[config.mk]
export PLATFORM = sky130hd
export DESIGN_NAME = turf_cmd_serializer
export DESIGN_NICKNAME = d
export VERILOG_FILES = /design/src/rtl/turf_cmd_serializer_pkg.sv /design/src/rtl/turf_cmd_fifo.sv /design/src/rtl/turf_cmd_serializer.sv
export SDC_FILE = /design/constraint.sdc
export NUM_CORES = 1
export LEC_CHECK = 0
export CAP_MARGIN = 40
export CORE_UTILIZATION = 40
export CTS_CLUSTER_DIAMETER = 30
export DETAILED_ROUTE_END_ITERATION = 8
export SYNTH_ARGS = -nofsm -noshare
export SYNTH_HDL_FRONTEND = slang
export SYNTH_HIERARCHICAL = 1
export SYNTH_SLANG_ARGS = --single-unit
export TNS_END_PERCENT = 50
[constraint.sdc]
create_clock -name clk33_i -period 4.2 [get_ports clk33_i]
set_input_delay 1.05 -clock clk33_i [delete_from_list [all_inputs] [get_ports clk33_i]]
set_output_delay 1.05 -clock clk33_i [all_outputs]
set_load 0.005 [all_outputs]
[src/rtl/turf_cmd_serializer_pkg.sv]
// Shared definitions for the TURF command-line serializer.
//   - Record/frame field widths and the START/STOP line levels.
//   - Serializer FSM state encoding.
//   - build_frame(): turns a {buf, evid} record into the 37-bit on-wire frame.
package turf_cmd_serializer_pkg;

  localparam int unsigned BUF_BITS   = 2;
  localparam int unsigned EVID_BITS  = 32;
  localparam int unsigned REC_BITS   = BUF_BITS + EVID_BITS;   // 34
  localparam int unsigned FRAME_BITS = REC_BITS + 3;           // 37: START + data + PAR + STOP

  localparam logic START_BIT = 1'b1;
  localparam logic STOP_BIT  = 1'b0;

  typedef enum logic [1:0] {
    S_IDLE,
    S_LOAD,
    S_SHIFT
  } state_e;

  // Frame is sent MSB first: START, buf[1:0], evid[31:0], PAR, STOP.
  // PAR is even parity, so XOR over data bits plus PAR is zero.
  function automatic logic [FRAME_BITS-1:0] build_frame(input logic [REC_BITS-1:0] rec);
    return {START_BIT, rec, ^rec, STOP_BIT};
  endfunction

endpackage

[src/rtl/turf_cmd_fifo.sv]
// Synchronous register FIFO holding pending trigger records.
// Ports:
//   clk_i, rst_n_i   clock, asynchronous active-low reset
//   push_i, data_i   write request and record (ignored when full)
//   pop_i, data_o    read request and head record (data_o valid when not empty)
//   full_o, empty_o  registered status flags
//   empty_next_o     empty flag as it will be after the current edge
module turf_cmd_fifo #(
  parameter int unsigned DEPTH_LOG2 = 2,
  parameter int unsigned WIDTH      = 34
) (
  input  logic             clk_i,
  input  logic             rst_n_i,
  input  logic             push_i,
  input  logic [WIDTH-1:0] data_i,
  input  logic             pop_i,
  output logic [WIDTH-1:0] data_o,
  output logic             full_o,
  output logic             empty_o,
  output logic             empty_next_o
);

  localparam int unsigned DEPTH = 1 << DEPTH_LOG2;
  localparam int unsigned CW    = DEPTH_LOG2 + 1;

  logic [WIDTH-1:0]      mem_q [DEPTH];
  logic [DEPTH_LOG2-1:0] wr_ptr_q, rd_ptr_q;
  logic [CW-1:0]         count_q, count_d;
  logic                  full_q, empty_q;
  logic                  push_ok, pop_ok;

  // Fullness is judged on the registered flag, before any same-cycle pop.
  assign push_ok = push_i && !full_q;
  assign pop_ok  = pop_i && !empty_q;

  always_comb begin
    count_d = count_q;
    if (push_ok && !pop_ok) begin
      count_d = count_q + CW'(1);
    end else if (!push_ok && pop_ok) begin
      count_d = count_q - CW'(1);
    end
  end

  always_ff @(posedge clk_i) begin
    if (push_ok) begin
      mem_q[wr_ptr_q] <= data_i;
    end
  end

  always_ff @(posedge clk_i or negedge rst_n_i) begin
    if (!rst_n_i) begin
      wr_ptr_q <= '0;
      rd_ptr_q <= '0;
      count_q  <= '0;
      full_q   <= 1'b0;
      empty_q  <= 1'b1;
    end else begin
      if (push_ok) wr_ptr_q <= wr_ptr_q + DEPTH_LOG2'(1);
      if (pop_ok)  rd_ptr_q <= rd_ptr_q + DEPTH_LOG2'(1);
      count_q <= count_d;
      full_q  <= (count_d == CW'(DEPTH));
      empty_q <= (count_d == '0);
    end
  end

  assign data_o       = mem_q[rd_ptr_q];
  assign full_o       = full_q;
  assign empty_o      = empty_q;
  assign empty_next_o = (count_d == '0);

endmodule

[src/rtl/turf_cmd_serializer.sv]
// Serializes accepted trigger records onto the TURF->SURF command line.
// Ports:
//   clk33_i, rst_n_i  33 MHz clock, asynchronous active-low reset
//   trig_i            one-cycle strobe, record {trig_buf_i, trig_evid_i} valid
//   ovf_clear_i       clears the sticky overflow flag
//   cmd_o             serial command line, idle low
//   busy_o            FIFO non-empty or frame in progress
//   full_o            record FIFO full
//   overflow_o        sticky: a trigger was dropped
//   sent_count_o      completed frames, wrapping
module turf_cmd_serializer
  import turf_cmd_serializer_pkg::*;
#(
  parameter int unsigned FIFO_DEPTH_LOG2 = 2,
  parameter int unsigned BIT_DIV         = 1
) (
  input  logic                 clk33_i,
  input  logic                 rst_n_i,
  input  logic                 trig_i,
  input  logic [BUF_BITS-1:0]  trig_buf_i,
  input  logic [EVID_BITS-1:0] trig_evid_i,
  input  logic                 ovf_clear_i,
  output logic                 cmd_o,
  output logic                 busy_o,
  output logic                 full_o,
  output logic                 overflow_o,
  output logic [15:0]          sent_count_o
);

  localparam logic [7:0] DIV_LAST = 8'(BIT_DIV - 1);
  localparam logic [5:0] BIT_LAST = 6'(FRAME_BITS - 1);

  state_e                state_q;
  logic [FRAME_BITS-2:0] rest_q;     // frame bits still to be driven after the current one
  logic [7:0]            div_q;
  logic [5:0]            bit_q;
  logic                  cmd_q;
  logic                  busy_q;
  logic                  ovf_q;
  logic [15:0]           sent_count_q;

  logic                  fifo_pop;
  logic [REC_BITS-1:0]   fifo_data;
  logic                  fifo_full, fifo_empty, fifo_empty_next;
  logic [FRAME_BITS-1:0] frame;

  assign fifo_pop = (state_q == S_LOAD);
  assign frame    = build_frame(fifo_data);

  turf_cmd_fifo #(
    .DEPTH_LOG2 (FIFO_DEPTH_LOG2),
    .WIDTH      (REC_BITS)
  ) u_fifo (
    .clk_i        (clk33_i),
    .rst_n_i      (rst_n_i),
    .push_i       (trig_i),
    .data_i       ({trig_buf_i, trig_evid_i}),
    .pop_i        (fifo_pop),
    .data_o       (fifo_data),
    .full_o       (fifo_full),
    .empty_o      (fifo_empty),
    .empty_next_o (fifo_empty_next)
  );

  // Setting on a dropped trigger wins over a same-cycle clear.
  always_ff @(posedge clk33_i or negedge rst_n_i) begin
    if (!rst_n_i) begin
      ovf_q <= 1'b0;
    end else if (trig_i && fifo_full) begin
      ovf_q <= 1'b1;
    end else if (ovf_clear_i) begin
      ovf_q <= 1'b0;
    end
  end

  // cmd_q holds the bit currently on the wire; rest_q holds the remainder,
  // so the line is a pure flop output and bit boundaries carry no logic skew.
  always_ff @(posedge clk33_i or negedge rst_n_i) begin
    if (!rst_n_i) begin
      state_q      <= S_IDLE;
      rest_q       <= '0;
      div_q        <= '0;
      bit_q        <= '0;
      cmd_q        <= 1'b0;
      busy_q       <= 1'b0;
      sent_count_q <= '0;
    end else begin
      case (state_q)
        S_IDLE: begin
          cmd_q <= 1'b0;
          if (!fifo_empty) begin
            state_q <= S_LOAD;
            busy_q  <= 1'b1;
          end else begin
            busy_q  <= !fifo_empty_next;
          end
        end
        S_LOAD: begin
          cmd_q   <= frame[FRAME_BITS-1];
          rest_q  <= frame[FRAME_BITS-2:0];
          div_q   <= '0;
          bit_q   <= '0;
          busy_q  <= 1'b1;
          state_q <= S_SHIFT;
        end
        S_SHIFT: begin
          if (div_q == DIV_LAST) begin
            div_q <= '0;
            if (bit_q == BIT_LAST) begin
              sent_count_q <= sent_count_q + 16'd1;
              cmd_q        <= 1'b0;
              if (!fifo_empty) begin
                state_q <= S_LOAD;
                busy_q  <= 1'b1;
              end else begin
                state_q <= S_IDLE;
                busy_q  <= !fifo_empty_next;
              end
            end else begin
              bit_q  <= bit_q + 6'd1;
              cmd_q  <= rest_q[FRAME_BITS-2];
              rest_q <= {rest_q[FRAME_BITS-3:0], 1'b0};
            end
          end else begin
            div_q <= div_q + 8'd1;
          end
        end
        default: begin
          state_q <= S_IDLE;
          cmd_q   <= 1'b0;
        end
      endcase
    end
  end

  assign cmd_o        = cmd_q;
  assign busy_o       = busy_q;
  assign full_o       = fifo_full;
  assign overflow_o   = ovf_q;
  assign sent_count_o = sent_count_q;

endmodule

==> run_results.csv, run 1 <==
group,metric,value,unit
outcome,status,"finished clean",
pwr,powerDensity,858,nW/um^2
critical_path,regToRegSetupSlack,1.10,ns
timing,rsz0062_at_grt,"false",
placed_design,dp_hpwl,10600,microns
cells_and_area,n_antenna_cell,0,
critical_path,r2r_start,"div_q[0]",
clock_tree,clock_sinks,215,
clock_tree,ctsHoldBuffers,0,
global_route,grt_max_degree,59,
timing,finalMaxSlewViolations,0,
yosys,ys_seq_elements,215,
cells_and_area,stdcell_count,992,
floorplanning,rows,55,
timing,period_share,73.9,%
critical_path,cp_max_fo,40,
timing,setup_viol,0,
floorplanning,core_area,22600,sq um
timing,fin_ws,1.10,ns
placed_design,place_congestion,0.774,
clock_tree,clk_pin_slew,0.05,ns
drt,post-route-drc-count,0,
global_route,grt_use_total,15.1,%
clock_tree,cts_root_buffer,"clkbuf_16",
min_path,hold_class,"input pin to asynchronous set/reset pin",
timing,hold_viol,0,
yosys,yosysMostFrequentCell,"edfxtp_1",
yosys,ys_warn_count,6,
drt,wl_per_cell,17.0,microns
drt,vias,4972,
drt,ant_nets,0,
global_route,grt_pass1_wl,28100,microns
floorplanning,io_pins,58,
cells_and_area,drive_gt1_share,24.5,%
yosys,yosys.area_share.simple,6.89,%
critical_path,worstReg2RegEnd,"rest_q[14]",
timing,layout_min_cycle_time,3.10,ns
yosys,synth_top_family_by_area,"multiplexers",
yosys,ys.flop_type,"edfxtp_1",
cells_and_area,fin_util,51.3,%
critical_path,worstPathArrival,3.55,ns
timing,fmax,322,MHz
timing,maxSlewHeadroom,42.2,%
yosys,synth_fa_ha_area_share,2.30,%
clock_tree,cts_tree,"built",
cells_and_area,area_delta_synth_final,25.3,%
placed_design,numPortBuffers,57,
clock_tree,htreeDepth,2,
drt,drt-total-wl,16800,microns
yosys,synth_top_area_share,44.1,%
timing,fin_worst_skew,0.0150,ns
timing,setup_tns,0,ns
yosys,synth_compound_area_share,5.05,%
yosys,synth_top_cells_by_count,"edfxtp_1 (136), dfrtp_1 (78), nor2_1 (61)",
floorplanning,die_w,154,microns
pwr,ir_drop,0.457,mV
floorplanning,start_util,40.9,%
critical_path,worstSetupEndpointType,"flop",
drt,vias_per_cell,5.01,
yosys,ys_top_cells_by_area,"edfxtp_1 (44%), dfrtp_1 (21%), mux4_2 (8.3%)",
pwr,leakage,0.00424,uW
cells_and_area,multi_input_area,3000,sq um
yosys,synth_xor_area_share,5.82,%
critical_path,reg2reg_depth,8,
yosys,syn_area_per_cell,15.9,sq um
yosys,synth_mux_area_share,12.3,%
placed_design,dp_slack,1.05,ns
critical_path,startpoint_type,"flop",
floorplanning,fp.dieH,154,microns
yosys,synth-edff-count,136,
critical_path,required,4.64,ns
global_route,grt_pass1_vias,5413,
drt,drt-pass1-iter-count,4,
timing,tightest_slew,0.867,ns
clock_tree,cts_setup_buffers,0,
critical_path,crit_type,"flop to flop",
yosys,synthArstFlopShare,36.7,%
global_route,antenna_found_initial,0,
clock_tree,worstSkewPairLatency,0.51,ns
drt,drt_iter0_markers,161,
placed_design,dpl.cell_count,915,
clock_tree,clk_path_buf_depth,3,
clock_tree,cts.repair.resized,0,
cells_and_area,register_area,6060,sq um
floorplanning,dieArea,23800,sq um
cells_and_area,fillerInstances,1872,
yosys,synthesis.instances,584,
yosys,synth.distinct_cells,55,
clock_tree,cts_made_buffers,42,
critical_path,startpoint,"div_q[0]",
yosys,synth_area,9260,sq um
cells_and_area,fin_nets,729,
job,maxCapViolCount,0,
yosys,yosys.area.top_type,"edfxtp_1",
yosys,synth_nets,639,
yosys,ys_seq_area_share,65.4,%
timing,hold_ws,0.446,ns
global_route,overflow,0,
sequential cells by signal, indices dropped and copies added (netlist names):
| name | count |
|---|---|
| div_q | 8 |
| state_q | 2 |
| overflow_o | 1 |
| u_fifo/empty_o | 1 |
| bit_q | 6 |
| busy_o | 1 |
| u_fifo/full_o | 1 |
| cmd_o | 1 |
| u_fifo/wr_ptr_q | 2 |
| u_fifo/count_q | 3 |
| sent_count_o | 16 |
| u_fifo/mem_q | 136 |
| rest_q | 35 |
| u_fifo/rd_ptr_q | 2 |
placed cells by master (no fill, tap or decap), types with 2 or more instances in the layout:
cell,instances
xor2_1,14
clkbuf_1,3
clkinv_8,2
nor2_1,61
xnor2_1,45
nand3_1,11
clkinv_4,3
clkinv_2,7
nor3_1,5
clkinv_1,6
mux2_2,2
a22o_1,3
ha_1,16
bufinv_16,7
mux2i_1,35
edfxtp_1,136
inv_1,15
or4_1,2
buf_4,11
dfrtp_1,77
clkdlybuf4s50_1,56
clkbuf_16,43
mux4_2,34
nand2_1,20
and2_2,4
nand4_1,4
o21ai_0,9
or2_2,2
a21oi_2,34
clkinvlp_4,6
nand3_2,2
a21oi_1,2
per-layer routing:
| metal | up-vias | part of all wire (%) | GRT usage (%) |
|---|---|---|---|
| met4 | 0 | 1.6 | 5.57 |
| met2 | 99 | 51 | 25.3 |
| met1 | 2498 | 44 | 19.3 |
| met3 | 24 | 4.0 | 3.19 |
| met5 | - | 0 | 0 |
| li1 | 2351 | - | - |
power by group:
group / switching (uW) / internal [uW] / total (uW)
clock network: 1050 / 2300 / 3350
logic: 1800 / 1750 / 3550
registers: 265 / 2790 / 3060
critical path: stages, from the launching register on:
cell and delay [ns]:
dfrtp_1 0.40, inv_1 0.11, ha_1 0.14, or4b_4 0.48
a2111oi_4 0.51, or2_2 0.78, buf_4 0.39, nor2_1 0.09
a21oi_2 0.11
how the worst max path moves through the flow:
stage	endpoint	slack, ns	depth (start not counted)
after floorplan	rest_q[1]	1.56	9
after global placement	rest_q[1]	1.11	8
after detailed placement	rest_q[1]	1.05	8
after CTS	rest_q[1]	1.05	8
after global routing	rest_q[16]	0.85	8
final	rest_q[14]	1.10	8
through the flow:
step	instance area (sq um)	power, uW
finish	11600	9950
global route	11600	10500
CTS	11600	10100
detailed placement	10100	6700
global placement	10100	6550
floorplan	9260	5990
cell families (layout without fill, tap and decap cells):
family | Yosys count | in the layout
simple gates | 128 | 128
xor+xnor | 60 | 60
compound gates | 56 | 56
mux | 71 | 71
flops | 215 | 215
fa+ha+maj | 17 | 17
buf+inv | 37 | 160
area by class of cell:
| class | count | area share [%] |
|---|---|---|
| Clock buffer | 46 | 9.37 |
| Inverter | 15 | 0.485 |
| Sequential cell | 215 | 52.2 |
| Clock inverter | 31 | 3.20 |
| Timing Repair Buffer | 68 | 5.78 |
| Multi-Input combinational cell | 332 | 25.8 |
| Tap cell | 285 | 3.07 |
(Power assumes the default switching activity.)
==> run 2: changes to the inputs <==
==> constraint.sdc (replaced) <==
create_clock -name clk33_i -period 2.7 [get_ports clk33_i]
set_input_delay 0.675 -clock clk33_i [delete_from_list [all_inputs] [get_ports clk33_i]]
set_output_delay 0.675 -clock clk33_i [all_outputs]
set_load 0.005 [all_outputs]
==> run_results.csv, run 2 (synthesized netlist as in run 1, its figures left out) <==
group,metric,value,unit
global_route,grt_pass1_vias,5676,
cells_and_area,final_cell_mix,"edfxtp_1 (136), dfrtp_1 (77), nor2_1 (61), clkdlybuf4s50_1 (56), clkbuf_16 (50)",
global_route,overflow,0,
timing,fmax,393,MHz
critical_path,crit_path_max_incr_delay,0.53,ns
floorplanning,die_w,154,microns
timing,tightest_slew,0.697,ns
floorplanning,rows,55,
placed_design,dp_hpwl,11600,microns
critical_path,regToRegSetupSlack,0.15,ns
cells_and_area,largest_register_ffs,136,
outcome,status,"finished clean",
cells_and_area,final_area,11900,sq um
pwr,leakage,0.00441,uW
critical_path,worstPathArrival,2.95,ns
drt,vias,5081,
drt,wl_per_cell,17.1,microns
timing,setup_tns,0,ns
drt,ant_nets,0,
floorplanning,io_pins,58,
timing,maxSlewHeadroom,53.5,%
placed_design,placed_area,10400,sq um
critical_path,startpoint_type,"flop",
timing,period_share,94.3,%
global_route,grt_pass1_wl,28800,microns
cells_and_area,stdcell_count,1014,
clock_tree,clk_path_buf_depth,3,
pwr,powerDensity,1340,nW/um^2
critical_path,worstReg2RegEnd,"rest_q[1]",
global_route,antenna_found_initial,0,
clock_tree,cts.repair.resized,0,
critical_path,reg2reg_depth,8,
global_route,grt_max_degree,63,
cells_and_area,drive_gt1_share,25.9,%
cells_and_area,register_area,6060,sq um
timing,fin_worst_skew,0.0118,ns
cells_and_area,fillerInstances,1817,
timing,hold_viol,0,
global_route,grt_use_total,15.6,%
cells_and_area,top_register,"u_fifo/mem_q",
clock_tree,clock_sinks,215,
min_path,hold_class,"input pin to asynchronous set/reset pin",
pwr,design_power_total,16000,uW
clock_tree,htreeDepth,2,
floorplanning,core_area,22600,sq um
cells_and_area,area_delta_synth_final,28.9,%
critical_path,startpoint,"u_fifo/rd_ptr_q[0]",
job,maxCapViolCount,0,
drt,vias_per_cell,5.01,
critical_path,r2r_start,"u_fifo/rd_ptr_q[0]",
critical_path,cp_common_cell,"xnor2_1",
critical_path,slowest_stage,"mux4_2",
pwr,ir_drop,0.877,mV
critical_path,worstSetupEndpointType,"flop",
floorplanning,start_util,40.9,%
clock_tree,cts_root_buffer,"clkbuf_16",
timing,rsz0062_at_grt,"false",
floorplanning,dieArea,23800,sq um
timing,setup_viol,0,
cells_and_area,multi_input_area,3010,sq um
drt,drt_iter0_markers,250,
critical_path,cp_max_fo,10,
critical_path,required,3.10,ns
placed_design,numPortBuffers,57,
clock_tree,cts_tree,"built",
drt,post-route-drc-count,0,
clock_tree,clk_pin_slew,0.05,ns
placed_design,dpl.cell_count,929,
clock_tree,ctsHoldBuffers,0,
critical_path,cp-endpoint,"rest_q[1]",
cells_and_area,n_antenna_cell,0,
clock_tree,cts_setup_buffers,0,
clock_tree,cts_made_buffers,46,
timing,finalMaxSlewViolations,0,
critical_path,crit_type,"flop to flop",
cells_and_area,layout_commonest_cell,"edfxtp_1",
floorplanning,fp.dieH,154,microns
cells_and_area,fin_nets,747,
critical_path,cp_cell_sequence,"buf_12, mux4_2, xnor2_1, xnor2_1, xnor2_1, xnor3_1, xnor2_1, a22o_1",
drt,drt-pass1-iter-count,4,
clock_tree,worstSkewPairLatency,0.52,ns
drt,drt-total-wl,17400,microns
placed_design,place_congestion,0.771,
timing,layout_min_cycle_time,2.55,ns
-- run 2: through the flow --
step                worst slack [ns]  hold WS [ns]  util, %
CTS                           0.0832         0.225     52.7
global placement               0.125         0.464     45.8
detailed placement             0.103         0.480     45.8
floorplan                     0.0602         0.379        -
global route                 0.00472         0.256     52.7
finish                         0.154         0.212     52.7
-- run 2: per-layer routing --
layer / vias up / part of all wire (%) / track usage (%) / wire, microns
li1: 2382 / - / - / -
met4: 0 / 2.6 / 6.52 / 444
met3: 49 / 4.4 / 3.78 / 762
met2: 103 / 51 / 27.7 / 8860
met5: - / 0 / 0 / 0
met1: 2547 / 42 / 17.9 / 7320
-- run 2: final cells by class --
| type | instances | area share [%] |
|---|---|---|
| flip-flops and latches | 215 | 50.8 |
| inverters | 15 | 0.472 |
| clock buffers | 59 | 10.8 |
| well taps | 285 | 2.99 |
| clock inverters | 26 | 2.23 |
| repair buffers | 82 | 7.48 |
| multi-input cells | 332 | 25.2 |
-- run 2: worst min-delay path by stage --
stage	from	endpoint	slack (ns)	cells after the start
2_1_floorplan	rst_n_i	bit_q[0]	0.38	0
3_3_place_gp	sent_count_o[15]	sent_count_o[15]	0.46	1
3_5_place_dp	sent_count_o[15]	sent_count_o[15]	0.48	1
4_1_cts	rst_n_i	overflow_o	0.22	1
5_1_grt	rst_n_i	overflow_o	0.26	1
6_report	rst_n_i	overflow_o	0.21	1
-- run 2: worst max-delay path, delay by kind of cell (launching register included) --
kind | cells | cell delay, ns
XOR/XNOR | 5 | 1.12
flip-flops | 1 | 0.42
AO/OA/AOI/OAI | 1 | 0.19
buffers and inverters | 1 | 0.16
multiplexers | 1 | 0.53
-- run 2: report_power, final --
part | internal, uW | switching [uW] | total (uW)
logic | 2970 | 2890 | 5850
clock network | 3830 | 1680 | 5510
registers | 4340 | 338 | 4680
==> run 3: changes to the inputs <==
--- a/config.mk
+++ b/config.mk
@@ -5,7 +5,8 @@
 export SDC_FILE = /design/constraint.sdc
 export NUM_CORES = 1
 export LEC_CHECK = 0
-export CAP_MARGIN = 40
+export CAP_MARGIN = 10
+export CORE_MARGIN = 3
 export CORE_UTILIZATION = 40
 export CTS_CLUSTER_DIAMETER = 30
 export DETAILED_ROUTE_END_ITERATION = 8
==> constraint.sdc (replaced) <==
create_clock -name clk33_i -period 2.7 [get_ports clk33_i]
set_input_delay 0.27 -clock clk33_i [delete_from_list [all_inputs] [get_ports clk33_i]]
set_output_delay 0.27 -clock clk33_i [all_outputs]
set_load 0.005 [all_outputs]
==> run_results.csv, run 3 (synthesized netlist as in run 1, its figures left out) <==
group,metric,value,unit
min_path,hold_end,"overflow_o",
timing,period_share,93.0,%
global_route,overflow,0,
critical_path,crit_type,"flop to flop",
timing,fin_ws,0.190,ns
critical_path,cp_cell_sequence,"buf_12, mux4_2, xnor2_1, xnor2_1, xnor2_1, xnor3_1, xnor2_1, a22o_1",
clock_tree,clock_sinks,215,
placed_design,place_congestion,0.731,
cells_and_area,fin_util,52.3,%
pwr,intPower,11100,uW
floorplanning,dieArea,25000,sq um
clock_tree,cts.repair.resized,0,
pwr,ir_drop,0.646,mV
cells_and_area,largest_register_ffs,136,
floorplanning,rows,55,
timing,layout_min_cycle_time,2.51,ns
critical_path,required,3.09,ns
job,maxCapViolCount,0,
timing,setup_viol,0,
critical_path,worstSetupEndpointType,"flop",
cells_and_area,fin_nets,737,
floorplanning,start_util,40.8,%
global_route,grt_pass1_wl,28000,microns
outcome,status,"finished clean",
pwr,combinationalPowerShare,35.8,%
critical_path,worstReg2RegEnd,"rest_q[1]",
pwr,pwr-share-seq,29.3,%
critical_path,cp_max_fo,11,
timing,tightest_slew,0.796,ns
cells_and_area,fillerInstances,1865,
clock_tree,cts_setup_buffers,0,
cells_and_area,layout_commonest_cell,"edfxtp_1",
critical_path,slowest_stage,"mux4_2",
cells_and_area,register_area,6060,sq um
cells_and_area,top_register,"u_fifo/mem_q",
drt,drt_iter0_markers,342,
clock_tree,ctsHoldBuffers,1,
clock_tree,clk_pin_slew,0.05,ns
clock_tree,worstSkewPairLatency,0.51,ns
critical_path,reg2reg_depth,8,
global_route,grt_max_degree,58,
critical_path,startpoint_type,"flop",
placed_design,dp_slack,0.161,ns
floorplanning,core_area,22700,sq um
placed_design,dp_hpwl,10700,microns
critical_path,r2r_start,"u_fifo/rd_ptr_q[0]",
min_path,holdPathStages,2,
placed_design,numPortBuffers,57,
critical_path,regToRegSetupSlack,0.19,ns
cells_and_area,drive_gt1_share,26.2,%
timing,hold_ws,0.352,ns
pwr,powerDensity,1350,nW/um^2
timing,fmax,398,MHz
drt,vias,5075,
min_path,hold_start,"ovf_clear_i",
timing,finalMaxSlewViolations,0,
drt,post-route-drc-count,0,
cells_and_area,n_antenna_cell,0,
timing,fin_worst_skew,0.00857,ns
drt,drt-pass1-iter-count,4,
global_route,antenna_found_initial,0,
clock_tree,cts_root_buffer,"clkbuf_16",
pwr,netSwitchingFraction,30.7,%
drt,drt-total-wl,17200,microns
floorplanning,fp.dieH,158,microns
critical_path,worstPathArrival,2.90,ns
cells_and_area,final_cell_mix,"edfxtp_1 (136), dfrtp_1 (77), nor2_1 (61), clkdlybuf4s50_1 (56)",
pwr,p_sw,4910,uW
critical_path,cp_common_cell,"xnor2_1",
cells_and_area,area_delta_synth_final,28.1,%
drt,ant_nets,0,
global_route,grt_pass1_vias,5390,
timing,setup_tns,0,ns
floorplanning,io_pins,58,
clock_tree,cts_made_buffers,44,
clock_tree,cts_tree,"built",
timing,maxSlewHeadroom,46.9,%
floorplanning,die_w,158,microns
clock_tree,clk_path_buf_depth,3,
timing,hold_viol,0,
critical_path,crit_path_max_incr_delay,0.53,ns
timing,rsz0062_at_grt,"false",
drt,wl_per_cell,17.2,microns
global_route,grt_use_total,14.4,%
min_path,hold_class,"input pin to flop",
pwr,leakage,0.00435,uW
cells_and_area,multi_input_area,3000,sq um
pwr,power_frac_clock,34.9,%
drt,vias_per_cell,5.06,
clock_tree,htreeDepth,2,
run 3: cell count changes in the layout (fill, tap and decap cells not counted), moves of 3 or more:
cell	change
buf_4	-8
clkbuf_1	-7
clkbuf_16	-5
clkinv_1	-5
inv_6	+5
clkinvlp_4	+4
bufinv_16	+3
clkinv_4	+3
run 3: per-stage QoR:
stage / std cells / total power, uW / area (sq um)
floorplan: 584 / 9310 / 9260
global placement: 920 / 10500 / 10300
detailed placement: 920 / 10600 / 10300
CTS: 1003 / 16300 / 11900
global route: 1003 / 16900 / 11900
finish: 1003 / 16000 / 11900
run 3: layout make-up:
class / instances / area share (%)
multi-input cells: 332 / 25.3
flip-flops and latches: 215 / 51.1
well taps: 285 / 3.01
inverters: 15 / 0.474
repair buffers: 74 / 6.94
clock buffers: 46 / 9.52
clock inverters: 36 / 3.69
run 3: how the worst max path moves through the flow:
stage                       startpoint        end  slack, ns  cells past startpoint
finish              u_fifo/rd_ptr_q[0]  rest_q[1]       0.19                      8
global route        u_fifo/rd_ptr_q[0]  rest_q[1]       0.03                      9
CTS                 u_fifo/rd_ptr_q[0]  rest_q[1]       0.14                      8
detailed placement  u_fifo/rd_ptr_q[0]  rest_q[1]       0.16                      8
global placement    u_fifo/rd_ptr_q[0]  rest_q[1]       0.15                      8
floorplan           u_fifo/rd_ptr_q[0]  rest_q[1]       0.06                      9
run 3: worst max-delay path, delay by kind of cell (launching register included):
family | cells | cell delay (ns)
xor gates and xnor gates | 5 | 1.09
muxes | 1 | 0.53
DFF | 1 | 0.42
AOI/OAI and AO/OA | 1 | 0.18
buffers and inverters | 1 | 0.17
run 3: power by group through the flow:
| stage | Sequential [uW] | Combinational (uW) | Clock (uW) |
|---|---|---|---|
| after global placement | 4720 | 5740 | 0 |
| after global routing | 4750 | 6270 | 5890 |
| after detailed placement | 4740 | 5840 | 0 |
| after CTS | 4690 | 5860 | 5710 |
| after floorplan | 4610 | 4700 | 0 |
| final | 4680 | 5730 | 5580 |
run 3: metal layers:
metal | routed length, microns | GRT usage, % | share of wire, %
met3 | 914 | 3.96 | 5.3
met2 | 8600 | 24.7 | 50
met5 | 0 | 0 | 0
met4 | 414 | 5.37 | 2.4
met1 | 7290 | 17.6 | 42
